**config.mk**
```make
export PLATFORM = sky130hd
export DESIGN_NAME = hamming74_encoder_tx_flat
export DESIGN_NICKNAME = d
export VERILOG_FILES = /design/src/rtl/hamming_pkg.sv /design/src/rtl/hamming74_encoder_tx_if.sv /design/src/rtl/hamming74_encode_comb.sv /design/src/rtl/hamming74_encoder_tx.sv /design/src/flat_wrapper.sv
export SDC_FILE = /design/constraint.sdc
export NUM_CORES = 1
export LEC_CHECK = 0
export ABC_CLOCK_PERIOD_IN_PS = 4400
export CORE_UTILIZATION = 57
export DETAILED_ROUTE_END_ITERATION = 6
export PLACE_DENSITY_LB_ADDON = 0.12
export SETUP_SLACK_MARGIN = 0.1
export SLEW_MARGIN = 20
export SYNTH_ARGS = -nofsm -noshare
export SYNTH_HDL_FRONTEND = slang
export SYNTH_SLANG_ARGS = --single-unit
export TNS_END_PERCENT = 100
```
**constraint.sdc**
```tcl
create_clock -name clk -period 4.4 [get_ports clk]
set_input_delay 1.1 -clock clk [delete_from_list [all_inputs] [get_ports clk]]
set_output_delay 1.1 -clock clk [all_outputs]
set_load 0.02 [all_outputs]
```
**src/rtl/hamming_pkg.sv**
```systemverilog
// Shared Hamming(7,4) definitions: codeword geometry, parity masks, FSM encoding
// and the reference encoder used by both the transmitter and decoder-side models.
package hamming_pkg;

    localparam int CW_BITS   = 7;
    localparam int DATA_BITS = 4;

    // Bit i of a mask covers codeword position i+1.
    localparam logic [CW_BITS-1:0] P1_MASK = 7'b1010101;
    localparam logic [CW_BITS-1:0] P2_MASK = 7'b1100110;
    localparam logic [CW_BITS-1:0] P4_MASK = 7'b1111000;

    typedef enum logic [1:0] {
        IDLE = 2'd0,
        SEND = 2'd1,
        GAP  = 2'd2
    } state_t;

    function automatic logic [CW_BITS-1:0] hamming74_encode(input logic [DATA_BITS-1:0] d);
        logic [CW_BITS-1:0] cw;
        cw    = {d[3], d[2], d[1], 1'b0, d[0], 1'b0, 1'b0};
        // Parity slots are still zero here, so each reduction sees only data bits.
        cw[0] = ^(cw & P1_MASK);
        cw[1] = ^(cw & P2_MASK);
        cw[3] = ^(cw & P4_MASK);
        return cw;
    endfunction

endpackage

```
**src/rtl/hamming74_encoder_tx_if.sv**
```systemverilog
// Producer-side handshake for the Hamming(7,4) serial transmitter: nibble,
// valid/ready and the per-nibble error-injection request.
interface hamming74_encoder_tx_if;
    import hamming_pkg::*;

    logic [DATA_BITS-1:0] data_in;
    logic                 data_valid;
    logic                 data_ready;
    logic                 inject_en;
    logic [2:0]           inject_pos;

    modport master (
        output data_in,
        output data_valid,
        output inject_en,
        output inject_pos,
        input  data_ready
    );

    modport slave (
        input  data_in,
        input  data_valid,
        input  inject_en,
        input  inject_pos,
        output data_ready
    );

endinterface

```
**src/rtl/hamming74_encode_comb.sv**
```systemverilog
// Combinational Hamming(7,4) encoder with an optional single-bit flip;
// flip_pos values 0..6 select a codeword bit, 7 leaves the codeword clean.
module hamming74_encode_comb
    import hamming_pkg::*;
(
    input  logic [DATA_BITS-1:0] data,
    input  logic [2:0]           flip_pos,
    output logic [CW_BITS-1:0]   cw
);

    logic [CW_BITS-1:0] clean_cw;

    assign clean_cw = hamming74_encode(data);

    genvar gi;
    generate
        for (gi = 0; gi < CW_BITS; gi++) begin : g_flip
            assign cw[gi] = clean_cw[gi] ^ (flip_pos == 3'(gi));
        end
    endgenerate

endmodule

```
**src/rtl/hamming74_encoder_tx.sv**
```systemverilog
// Hamming(7,4) serial transmitter: one-entry holding register, encode at load,
// LSB-first shift-out framed as 7 data slots plus GAP_CYCLES idle slots.
module hamming74_encoder_tx
    import hamming_pkg::*;
#(
    parameter int unsigned GAP_CYCLES = 1,
    parameter logic        IDLE_LEVEL = 1'b0
) (
    input  logic                    clk,
    input  logic                    rst,
    input  logic                    ena,
    hamming74_encoder_tx_if.slave   in_if,
    output logic                    ser_out,
    output logic                    frame_start,
    output logic                    busy,
    output logic [2:0]              slot_cnt
);

    // Gap slots reuse slot_cnt (7,0,1,...), so the last gap slot has this index.
    localparam logic [2:0] GAP_LAST = 3'((GAP_CYCLES + 6) % 8);

    state_t               state_q, state_d;
    logic [2:0]           slot_cnt_q, slot_cnt_d;
    logic [CW_BITS-1:0]   shreg_q, shreg_d;
    logic                 ser_out_q, ser_out_d;
    logic                 frame_start_q, frame_start_d;
    logic                 hold_full_q, hold_full_d;
    logic [DATA_BITS-1:0] hold_data_q, hold_data_d;
    logic [2:0]           hold_flip_q, hold_flip_d;

    logic [CW_BITS-1:0]   load_cw;
    logic [2:0]           slot_inc;
    logic                 accept;
    logic                 load;
    logic                 go_idle;

    hamming74_encode_comb u_encode (
        .data     (hold_data_q),
        .flip_pos (hold_flip_q),
        .cw       (load_cw)
    );

    assign in_if.data_ready = !hold_full_q;
    assign accept           = in_if.data_valid && !hold_full_q;
    assign slot_inc         = slot_cnt_q + 3'd1;

    always_comb begin
        state_d       = state_q;
        slot_cnt_d    = slot_cnt_q;
        shreg_d       = shreg_q;
        ser_out_d     = ser_out_q;
        frame_start_d = frame_start_q;
        load          = 1'b0;
        go_idle       = 1'b0;

        if (ena) begin
            case (state_q)
                IDLE: begin
                    ser_out_d     = IDLE_LEVEL;
                    frame_start_d = 1'b0;
                    load          = hold_full_q;
                end
                SEND: begin
                    if (slot_cnt_q == 3'd6) begin
                        if (GAP_CYCLES > 0) begin
                            state_d       = GAP;
                            slot_cnt_d    = 3'd7;
                            ser_out_d     = IDLE_LEVEL;
                            frame_start_d = 1'b0;
                        end else begin
                            load    = hold_full_q;
                            go_idle = !hold_full_q;
                        end
                    end else begin
                        slot_cnt_d    = slot_inc;
                        ser_out_d     = shreg_q[slot_inc];
                        frame_start_d = 1'b0;
                    end
                end
                GAP: begin
                    if (slot_cnt_q == GAP_LAST) begin
                        load    = hold_full_q;
                        go_idle = !hold_full_q;
                    end else begin
                        slot_cnt_d = slot_inc;
                    end
                end
                default: go_idle = 1'b1;
            endcase
        end

        // Loading drives bit 0 straight into the output register so the frame
        // starts on the same edge the codeword enters the shift register.
        if (load) begin
            state_d       = SEND;
            shreg_d       = load_cw;
            slot_cnt_d    = 3'd0;
            ser_out_d     = load_cw[0];
            frame_start_d = 1'b1;
        end else if (go_idle) begin
            state_d       = IDLE;
            slot_cnt_d    = 3'd0;
            ser_out_d     = IDLE_LEVEL;
            frame_start_d = 1'b0;
        end
    end

    // The input stage ignores ena; a same-edge accept and load keeps hold full.
    always_comb begin
        hold_full_d = hold_full_q;
        hold_data_d = hold_data_q;
        hold_flip_d = hold_flip_q;
        if (accept) begin
            hold_full_d = 1'b1;
            hold_data_d = in_if.data_in;
            hold_flip_d = in_if.inject_en ? in_if.inject_pos : 3'd7;
        end else if (load) begin
            hold_full_d = 1'b0;
        end
    end

    always_ff @(posedge clk or posedge rst) begin
        if (rst) begin
            state_q       <= IDLE;
            slot_cnt_q    <= 3'd0;
            shreg_q       <= '0;
            ser_out_q     <= IDLE_LEVEL;
            frame_start_q <= 1'b0;
            hold_full_q   <= 1'b0;
            hold_data_q   <= '0;
            hold_flip_q   <= 3'd7;
        end else begin
            state_q       <= state_d;
            slot_cnt_q    <= slot_cnt_d;
            shreg_q       <= shreg_d;
            ser_out_q     <= ser_out_d;
            frame_start_q <= frame_start_d;
            hold_full_q   <= hold_full_d;
            hold_data_q   <= hold_data_d;
            hold_flip_q   <= hold_flip_d;
        end
    end

    assign ser_out     = ser_out_q;
    assign frame_start = frame_start_q;
    assign busy        = (state_q != IDLE);
    assign slot_cnt    = slot_cnt_q;

endmodule

```
**src/flat_wrapper.sv**
```systemverilog
// flat-port wrapper written by rule: the top's interface ports become plain ports
module hamming74_encoder_tx_flat import hamming_pkg::*;
#(
    parameter int unsigned GAP_CYCLES = 1,
    parameter logic        IDLE_LEVEL = 1'b0
)
  (clk, rst, ena, ser_out, frame_start, busy, slot_cnt, in_if_data_in, in_if_data_valid, in_if_inject_en, in_if_inject_pos, in_if_data_ready);
  hamming74_encoder_tx_if in_if_i ();
  input  logic clk;
  input  logic rst;
  input  logic ena;
  output logic ser_out;
  output logic frame_start;
  output logic busy;
  output logic [2:0] slot_cnt;
  input wire logic [$bits(in_if_i.data_in)-1:0] in_if_data_in;
  input wire logic [$bits(in_if_i.data_valid)-1:0] in_if_data_valid;
  input wire logic [$bits(in_if_i.inject_en)-1:0] in_if_inject_en;
  input wire logic [$bits(in_if_i.inject_pos)-1:0] in_if_inject_pos;
  output wire logic [$bits(in_if_i.data_ready)-1:0] in_if_data_ready;
  assign in_if_i.data_in = in_if_data_in;
  assign in_if_i.data_valid = in_if_data_valid;
  assign in_if_i.inject_en = in_if_inject_en;
  assign in_if_i.inject_pos = in_if_inject_pos;
  assign in_if_data_ready = in_if_i.data_ready;
  hamming74_encoder_tx #(.GAP_CYCLES(GAP_CYCLES), .IDLE_LEVEL(IDLE_LEVEL)) u_core (.clk(clk), .rst(rst), .ena(ena), .in_if(in_if_i), .ser_out(ser_out), .frame_start(frame_start), .busy(busy), .slot_cnt(slot_cnt));
endmodule
```
Word-level counts from Yosys, hierarchy flattened
Index checks and enable logic that the tools add are counted.
- register bits: 22
- input bits: 12
- output and inout bits: 7
- logic and storage cells: 79
- $add $sub $neg: 1
- $lt $le $gt $ge: 1
- equality and inequality tests: 11
- muxes and demuxes: 31
- bitwise gates (word level): 7
- reduce and logical (&&, ||, !) cells: 20
- operators by type and width (operator ; count):
    7-bit XOR reduction ; 3
    3-bit two-way mux ; 6
    3-bit == test, second input constant ; 5
    1-bit two-way mux ; 15
    3-bit nonzero test ; 4
    2-bit two-way mux ; 5
    4-bit nonzero test ; 2
    1-bit bitwise XOR ; 7
    3-bit by 2-bit == test with 1-bit output, second input constant ; 2
    1-bit one-hot mux with 2 select lines ; 3
    3-bit one-hot mux with 2 select lines ; 1
    3-bit AND reduction ; 2
    3-bit by 4-bit less-than comparator with 1-bit output, second input constant ; 1
    4-bit by 2-bit != test with 1-bit output, second input constant ; 1
    2-bit AND reduction ; 2
    2-bit nonzero test ; 2
    3-bit by 1-bit adder with 3-bit output, second input constant ; 1
    1-bit binary-select mux with 3-bit select ; 1
    3-bit by 1-bit == test with 1-bit output, second input constant ; 1
    3-bit logical NOT ; 1
    2-bit by 1-bit == test with 1-bit output, second input constant ; 1
    2-bit == test, second input constant ; 1
    2-bit logical NOT ; 1
    2-bit OR reduction ; 1
    2 further kinds ; 2

Depth between registers and ports, before layout
Gate-level depths: netlist of run 1.
- depth after elaboration: 8
- depth in mapped cells: 7
- depth with buffers taken out: 6

Modules after synthesis
A second synthesis of run 1 with hierarchy kept.
- cells, all modules: 111
- area total of the unflattened synthesis: 1251.2 um^2
- modules (own cells, without submodules) (module ; instances ; cells an instance ; area each (um^2) ; seq. area each (um^2)):
    hamming74_encoder_tx ; 1 ; 94 ; 1072.3 ; 554.3
    hamming74_encode_comb ; 1 ; 17 ; 178.9 ; 0.0

Worst setup path after synthesis of run 1
OpenSTA, ideal clock, no wires.
- kind: register to register
- start: reg u_core.slot_cnt_q[0], in the netlist u_core.slot_cnt[0]
- end: reg u_core.ser_out_q, in the netlist u_core.ser_out
- setup time: 0.126 ns
- data arrival time: 2.055 ns
- data required time: 4.274 ns
- slack: 2.219 ns
- stages on the path, launching flop included: 7
- path buffers: 0
- clock period less this slack: 2.181 ns
- cells stage by stage: dfrtp_1 ha_1 ha_1 mux2_4 a221oi_1 nor2_1 a221o_1
- word-level cells in the longest chain between the ends: 8
- elaborated cells on any way between the ends: 19
- classes of those cells: add/sub: 1; eq/ne: 2; mux: 13; reduce/logical: 3
- ends and longest elaborated chain (what ; RTL line ; RTL):
    start: declaration ; hamming74_encoder_tx.sv:23 ; logic [2:0] slot_cnt_q, slot_cnt_d;
    start signal: assignment ; hamming74_encoder_tx.sv:134 ; slot_cnt_q <= slot_cnt_d;
    3-bit by 1-bit adder with 3-bit output ; hamming74_encoder_tx.sv:45 ; assign slot_inc = slot_cnt_q + 3'd1;
    1-bit binary-select mux with 3-bit select ; hamming74_encoder_tx.sv:76 ; ser_out_d = shreg_q[slot_inc];
    1-bit two-way mux (not written as such) ; hamming74_encoder_tx.sv:76 ;
    1-bit two-way mux ; hamming74_encoder_tx.sv:64 ; if (slot_cnt_q == 3'd6) begin
    1-bit one-hot mux with 2 select lines ; hamming74_encoder_tx.sv:57 ; case (state_q)
    1-bit two-way mux ; hamming74_encoder_tx.sv:56 ; if (ena) begin
    1-bit two-way mux ; hamming74_encoder_tx.sv:100 ; end else if (go_idle) begin
    1-bit two-way mux ; hamming74_encoder_tx.sv:94 ; if (load) begin
    end signal: assignment ; hamming74_encoder_tx.sv:136 ; ser_out_q <= ser_out_d;
    end: declaration ; hamming74_encoder_tx.sv:25 ; logic ser_out_q, ser_out_d;
Parallel ways exist; a longest one is shown, timed or not. The select of a mux whose other input is x is not followed.
A chain may end at the register's enable or synchronous reset.

Worst setup path after layout of run 1
- start: reg u_core.state_q[0]
- end: out busy
- word-level cells in the longest chain between the ends: 1
- ends and longest elaborated chain (what ; RTL line ; RTL):
    start: declaration ; hamming74_encoder_tx.sv:22 ; state_t state_q, state_d;
    start signal: assignment ; hamming74_encoder_tx.sv:133 ; state_q <= state_d;
    2-bit nonzero test ; hamming74_encoder_tx.sv:146 ; assign busy = (state_q != IDLE);
    end: declaration ; flat_wrapper.sv:14 ; output logic busy;
Every way passes these cells.

==> flow_summary_export.csv, run 1 <==
group,metric,value,unit
outcome,outcome,"complete, no violations",
timing,relSlewSlack,0.468,
clocking,cts.sinks,22,
timing,setup_tns,0,ps
global_route,grt_pass1_wl,3910,um
pwr,clkPwrFrac,0.101,
pwr,vdd_drop_max,0.477,mV
place,hpwl,1630,um
logic_synthesis,synthXorXnorAreaFrac,0.0879,
logic_synthesis,synth_cells,121,
hold_path,hp-class,"flip-flop to flip-flop",
run,maxCapViolations,0,
final_layout,layout_commonest_cell,"dfrtp_1",
place,io_buffers,18,
worst_setup_path,required,3300,ps
timing,timing.final.crit_share,0.636,
place,dpl.cell_count,164,
clocking,cts-root-buf,"clkbuf_4",
worst_setup_path,worstPathArrival,1700,ps
global_route,grt_use_met3,0.0280,
pwr,p_comb_frac,0.529,
clocking,h-tree-depth,1,
global_route,grt-ovfl-total,0,
routing,drt_iter0_drc,17,
logic_synthesis,synth_top_family_by_area,"compound AO/OA/AOI/OAI gates",
routing,wirelength,2240,um
routing,vias,946,
logic_synthesis,ys.warnings.count,0,
pwr,intPower,670,uW
pwr,p_seq_frac,0.370,
place,gp_congestion,0.794,
clocking,hold_buffers,0,
logic_synthesis,synth_fp_nets,139,
final_layout,postLayoutCoreUtil,0.737,
logic_synthesis,seq_area_frac_synth,0.443,
global_route,met1_usage,0.259,
worst_setup_path,cp_max_fo,5,
final_layout,antennaDiodeCount,0,
timing,hold_viol,0,
global_route,antenna_found_initial,0,
routing,wire_per_inst,13.3,um
timing,drv_slew,0,
timing,rsz0062_at_grt,"false",
worst_setup_path,endpoint_kind,"output pin",
worst_setup_path,crit_path_start_kind,"flip-flop",
clocking,cts_tree,"done",
die,coreArea,0.00202,sq mm
global_route,grt_usage,0.213,
clocking,clk_path_buf_depth,2,
routing,routed_via_density,5.63,
timing,holdWs,494,ps
die,start_util,0.619,
timing,finalSetupViolCount,0,
die,rows,16,
pwr,p_per_area,753,mW/mm^2
logic_synthesis,yosys.area_share.simple,0.135,
clocking,clkTransAtPathRegs,130,ps
clocking,post_cts_buffers,0,
logic_synthesis,netlist_area,0.00125,sq mm
logic_synthesis,yosys.area_share.adder,0.0599,
pwr,switching_share,0.403,
logic_synthesis,synth_cell_types,35,
global_route,grt_most_used_layer,"met2",
final_layout,final_nets,160,
timing,skew,1.77,ps
worst_setup_path,criticalPathCategory,"flip-flop to output pin",
global_route,use_met2,0.384,
routing,detail-route-antenna-nets,0,
logic_synthesis,synthMuxAreaShare,0.0919,
logic_synthesis,synth-seq-cells,22,
final_layout,syn2layout_area_growth,19.0,%
die,dieArea,0.00239,sq mm
timing,fmax,358,MHz
pwr,power.switching,452,uW
die,die_w,48.9,um
global_route,grt_pass1_vias,923,
final_layout,drive_gt1_frac,0.128,
pwr,p_leak,0.000650,uW
logic_synthesis,synth_compound_area_frac,0.140,
final_layout,layout_common_cells,"dfrtp_1 (19), clkdlybuf4s50_1 (18), a21oi_1 (11), nor2_1 (11), inv_1 (9)",
routing,drtPass1Iterations,4,
logic_synthesis,syn_area_per_cell,10.4,sq um
timing,worst_slew_pin_slew,796,ps
die,io_pins,19,
die,die_h,48.9,um
clocking,cts_made_buffers,3,
clocking,post_cts_resized,0,
global_route,grt_max_degree,23,
final_layout,stdcell_count,168,
timing,min_period,2800,ps
routing,drc,0,
clocking,worstSkewPairLatency,310,ps
path summary, 6_finish.rpt:
path / startpoint / end / slack, ps / cells past startpoint
worst max-delay path: u_core.state_q[0]$_DFFE_PP0P_ / busy / 1600 / 4
worst min-delay path: u_core.frame_start$_DFFE_PP0P_ / u_core.frame_start$_DFFE_PP0P_ / 490 / 1
worst max register to register: u_core.slot_cnt[0]$_DFFE_PP0P_ / u_core.ser_out$_DFFE_PP0P_ / 2150 / 6
worst min register to register: u_core.frame_start$_DFFE_PP0P_ / u_core.frame_start$_DFFE_PP0P_ / 490 / 1
max in group asynchronous: rst / u_core.ser_out$_DFFE_PP0P_ / 2680 / 2
min in group asynchronous: rst / u_core.state_q[1]$_DFFE_PP0P_ / 1230 / 2
layer usage:
metal  wire length [um]  part of all wire
met1                988              0.44
met2               1170              0.52
met3                 52             0.023
met5                  0                 0
met4                 24             0.011
power by group through the flow:
stage,clock network [uW],registers (uW),logic [uW]
floorplan,0,409,451
global placement,0,411,577
detailed placement,0,417,590
CTS,116,413,599
global route,124,428,653
finish,114,415,593
registers in the layout (all words and copies together) (netlist names):
register and flops:
u_core.frame_start 1, u_core.hold_data_q 4, u_core.hold_flip_q 3, u_core.hold_full_q 1, u_core.ser_out 1, u_core.shreg_q 7
u_core.slot_cnt 3, u_core.state_q 2
synth_stat cells, drive strengths merged:
master   instances  area (sq um)
nor3             3          15.0
o2111ai          1          8.76
nor3b            2          15.0
nor2            11          41.3
nand3b           3          22.5
xor2             6          52.6
nand3            1          5.00
nand2            8          30.0
mux2             9           105
inv              9          33.8
xnor2            4          35.0
o21bai           1          7.51
dfrtp           19           475
o41ai            1          8.76
a21oi           11          55.1
a221oi           1          8.76
a21o             2          15.0
clkbuf           1          3.75
and3             1          6.26
mux2i            1          10.0
buf              2          16.3
a22o             1          8.76
nor2b            3          18.8
or2              1          6.26
ha               6          75.1
dfstp            3          78.8
a221o            1          10.0
a32oi            1          8.76
and4             1          8.76
a21boi           1          7.51
o21ai            5          36.3
xnor3            1          22.5
area by class of cell:
class,instances,area [sq um]
fillers,159,532
clock buffers,4,36.3
well taps,27,33.8
repair buffers,19,188
multi-input cells,87,644
flip-flops and latches,22,554
inverters,9,33.8
critical path, stage by stage (launching register included):
cell and delay (ps):
dfrtp_1 400, inv_1 70, ha_1 260, inv_1 70, clkdlybuf4s50_1 590
logic make-up after synthesis:
group	count (synthesis)
AND/OR/NAND/NOR	34
AO/OA/AOI/OAI	26
flip-flops	22
buffers and inverters	12
XOR/XNOR	11
multiplexers	10
adder cells (fa/ha/maj)	6
metrics by stage:
step	worst slack, ps	instance area (sq um)	power [uW]
after floorplan	2220	1250	860
after global placement	1820	1450	987
after detailed placement	1780	1450	1010
after CTS	1590	1490	1130
after global routing	1530	1490	1200
final	1600	1490	1120
Power figures use the tool's default switching activity.
==> run 2, diff against run 1 <==
- ABC_CLOCK_PERIOD_IN_PS: 4400 -> 2400
- CORE_UTILIZATION: 57 -> 47
- clock period: 4.4 -> 2.4 ns (I/O delays scaled with it)
==> flow_summary_export.csv, run 2 (synthesis results as in run 1) <==
group,metric,value,unit
clocking,clkTransAtPathRegs,120,ps
routing,top_layer_used,"met4",
worst_setup_path,worstPathArrival,2420,ps
final_layout,final_nets,161,
worst_setup_path,r2r_slack,190,ps
worst_setup_path,rr_startpoint,"u_core.slot_cnt[0]$_DFFE_PP0P_",
die,die_w,53.6,um
routing,vias,919,
worst_setup_path,cp_max_fo,8,
place,io_buffers,18,
global_route,grt-ovfl-total,0,
routing,routed_via_density,5.34,
die,io_pins,19,
die,coreArea,0.00250,sq mm
routing,dr_wl_met3,67,um
timing,hold_viol,0,
pwr,intPower,1200,uW
timing,timing.final.crit_share,0.923,
pwr,vdd_drop_max,0.798,mV
timing,worst_slew_pin_slew,583,ps
pwr,p_seq_frac,0.377,
pwr,p_leak,0.000656,uW
worst_setup_path,criticalPathCategory,"flip-flop to flip-flop",
timing,finalSetupViolCount,0,
final_layout,finish.instance_area,0.00150,sq mm
hold_path,worst_hold_startpoint,"u_core.frame_start$_DFFE_PP0P_",
timing,holdWs,499,ps
global_route,grt_pass1_vias,875,
global_route,grt_usage,0.182,
routing,drc,0,
worst_setup_path,reg2reg_to,"u_core.ser_out$_DFFE_PP0P_",
pwr,p_per_area,1340,mW/mm^2
die,dieArea,0.00288,sq mm
die,die_h,53.6,um
worst_setup_path,endpoint_kind,"flip-flop",
final_layout,syn2layout_area_growth,19.5,%
timing,setup_tns,0,ps
final_layout,drive_gt1_frac,0.134,
timing,min_period,2210,ps
pwr,power.switching,798,uW
timing,relSlewSlack,0.606,
clocking,post_cts_buffers,0,
die,start_util,0.501,
final_layout,top_regs,"u_core.shreg_q: 7 flops, u_core.hold_data_q: 4 flops",
routing,wl_met1,921,um
routing,drt_iter0_drc,7,
run,maxCapViolations,0,
place,gp_congestion,0.820,
pwr,p_comb_frac,0.538,
global_route,grt_max_degree,23,
hold_path,hold-path-endpoint,"u_core.frame_start$_DFFE_PP0P_",
final_layout,largest_register_ffs,7,
timing,skew,16.2,ps
timing,drv_slew,0,
place,hpwl,1660,um
global_route,antenna_found_initial,0,
final_layout,antennaDiodeCount,0,
clocking,cts_made_buffers,3,
die,rows,18,
routing,wirelength,2120,um
pwr,clkPwrFrac,0.086,
clocking,cts.sinks,22,
routing,detail-route-antenna-nets,0,
clocking,h-tree-depth,1,
final_layout,layout_commonest_cell,"dfrtp_1",
timing,fmax,452,MHz
worst_setup_path,crit_path_start_kind,"flip-flop",
clocking,cts_tree,"done",
worst_setup_path,worst-r2r-cell-count,6,
routing,drtPass1Iterations,6,
clocking,clk_path_buf_depth,2,
final_layout,layout_common_cells,"dfrtp_1 (19), clkdlybuf4s50_1 (17), a21oi_1 (11), nor2_1 (11), inv_1 (9)",
worst_setup_path,required,2610,ps
timing,rsz0062_at_grt,"true",
routing,wl_met2,1130,um
pwr,switching_share,0.399,
global_route,grt_pass1_wl,3690,um
hold_path,hp-class,"flip-flop to flip-flop",
hold_path,min_delay_path_depth,1,
clocking,cts-root-buf,"clkbuf_4",
outcome,outcome,"complete, no violations",
pwr,p_total,2000,uW
final_layout,top_register,"u_core.shreg_q",
clocking,worstSkewPairLatency,310,ps
place,dpl_cell_area,0.00147,sq mm
routing,wire_per_inst,12.3,um
[run 2: cell types whose count changed in the layout (fill, tap and decap cells not counted)]
cell	change
dlymetal6s2s_1	+1
ha_1	-1
clkdlybuf4s50_1	-1
clkbuf_1	+1
ha_2	+1
clkbuf_8	-1
buf_4	+1
[run 2: worst max-delay path, cell delays in order, from the launching register on]
cell and delay (ps):
dfrtp_1 470, ha_1 240, ha_2 400, mux2_4 310
a221oi_1 300, nor2_1 70, a221o_1 330
[run 2: layout make-up]
| cell class | count | area [sq um] |
|---|---|---|
| Multi-Input combinational cell | 87 | 647 |
| Sequential cell | 22 | 554 |
| Clock buffer | 4 | 26.3 |
| Fill cell | 228 | 1000 |
| Inverter | 9 | 33.8 |
| Timing Repair Buffer | 20 | 198 |
| Tap cell | 30 | 37.5 |
[run 2: what timing repair did]
| item | CTS | global route |
|---|---|---|
| setup endpoints to repair | 0 | 2 |
| gates resized for setup | 0 | 2 |
| hold buffers | 0 | 0 |
[run 2: power groups by stage]
stage / Sequential (uW) / Clock (uW) / Combinational (uW)
6_report: 753 / 171 / 1080
5_1_grt: 786 / 195 / 1220
4_1_cts: 754 / 179 / 1090
3_5_place_dp: 764 / 0 / 1080
3_3_place_gp: 753 / 0 / 1060
2_1_floorplan: 750 / 0 / 827
[run 2: how the worst max path moves through the flow]
stage | start | end | depth (start not counted)
floorplan | u_core.slot_cnt[0]$_DFFE_PP0P_ | u_core.ser_out$_DFFE_PP0P_ | 6
global route | u_core.slot_cnt[0]$_DFFE_PP0P_ | u_core.ser_out$_DFFE_PP0P_ | 6
CTS | u_core.state_q[1]$_DFFE_PP0P_ | busy | 4
detailed placement | u_core.slot_cnt[0]$_DFFE_PP0P_ | u_core.ser_out$_DFFE_PP0P_ | 6
finish | u_core.slot_cnt[0]$_DFFE_PP0P_ | u_core.ser_out$_DFFE_PP0P_ | 6
global placement | u_core.slot_cnt[0]$_DFFE_PP0P_ | u_core.ser_out$_DFFE_PP0P_ | 6
[run 2: metal layers]
| metal | global-route usage | vias up |
|---|---|---|
| met4 | 0.0395 | 0 |
| met2 | 0.342 | 16 |
| met3 | 0.0508 | 2 |
| met1 | 0.201 | 432 |
| li1 | - | 469 |
| met5 | 0 | - |
[run 2: per-stage QoR]
stage,std cells,setup slack (ps),util
final,172,186,0.599
after global placement,168,256,0.586
after detailed placement,168,199,0.586
after floorplan,121,219,-
after CTS,172,110,0.597
after global routing,172,26.1,0.599
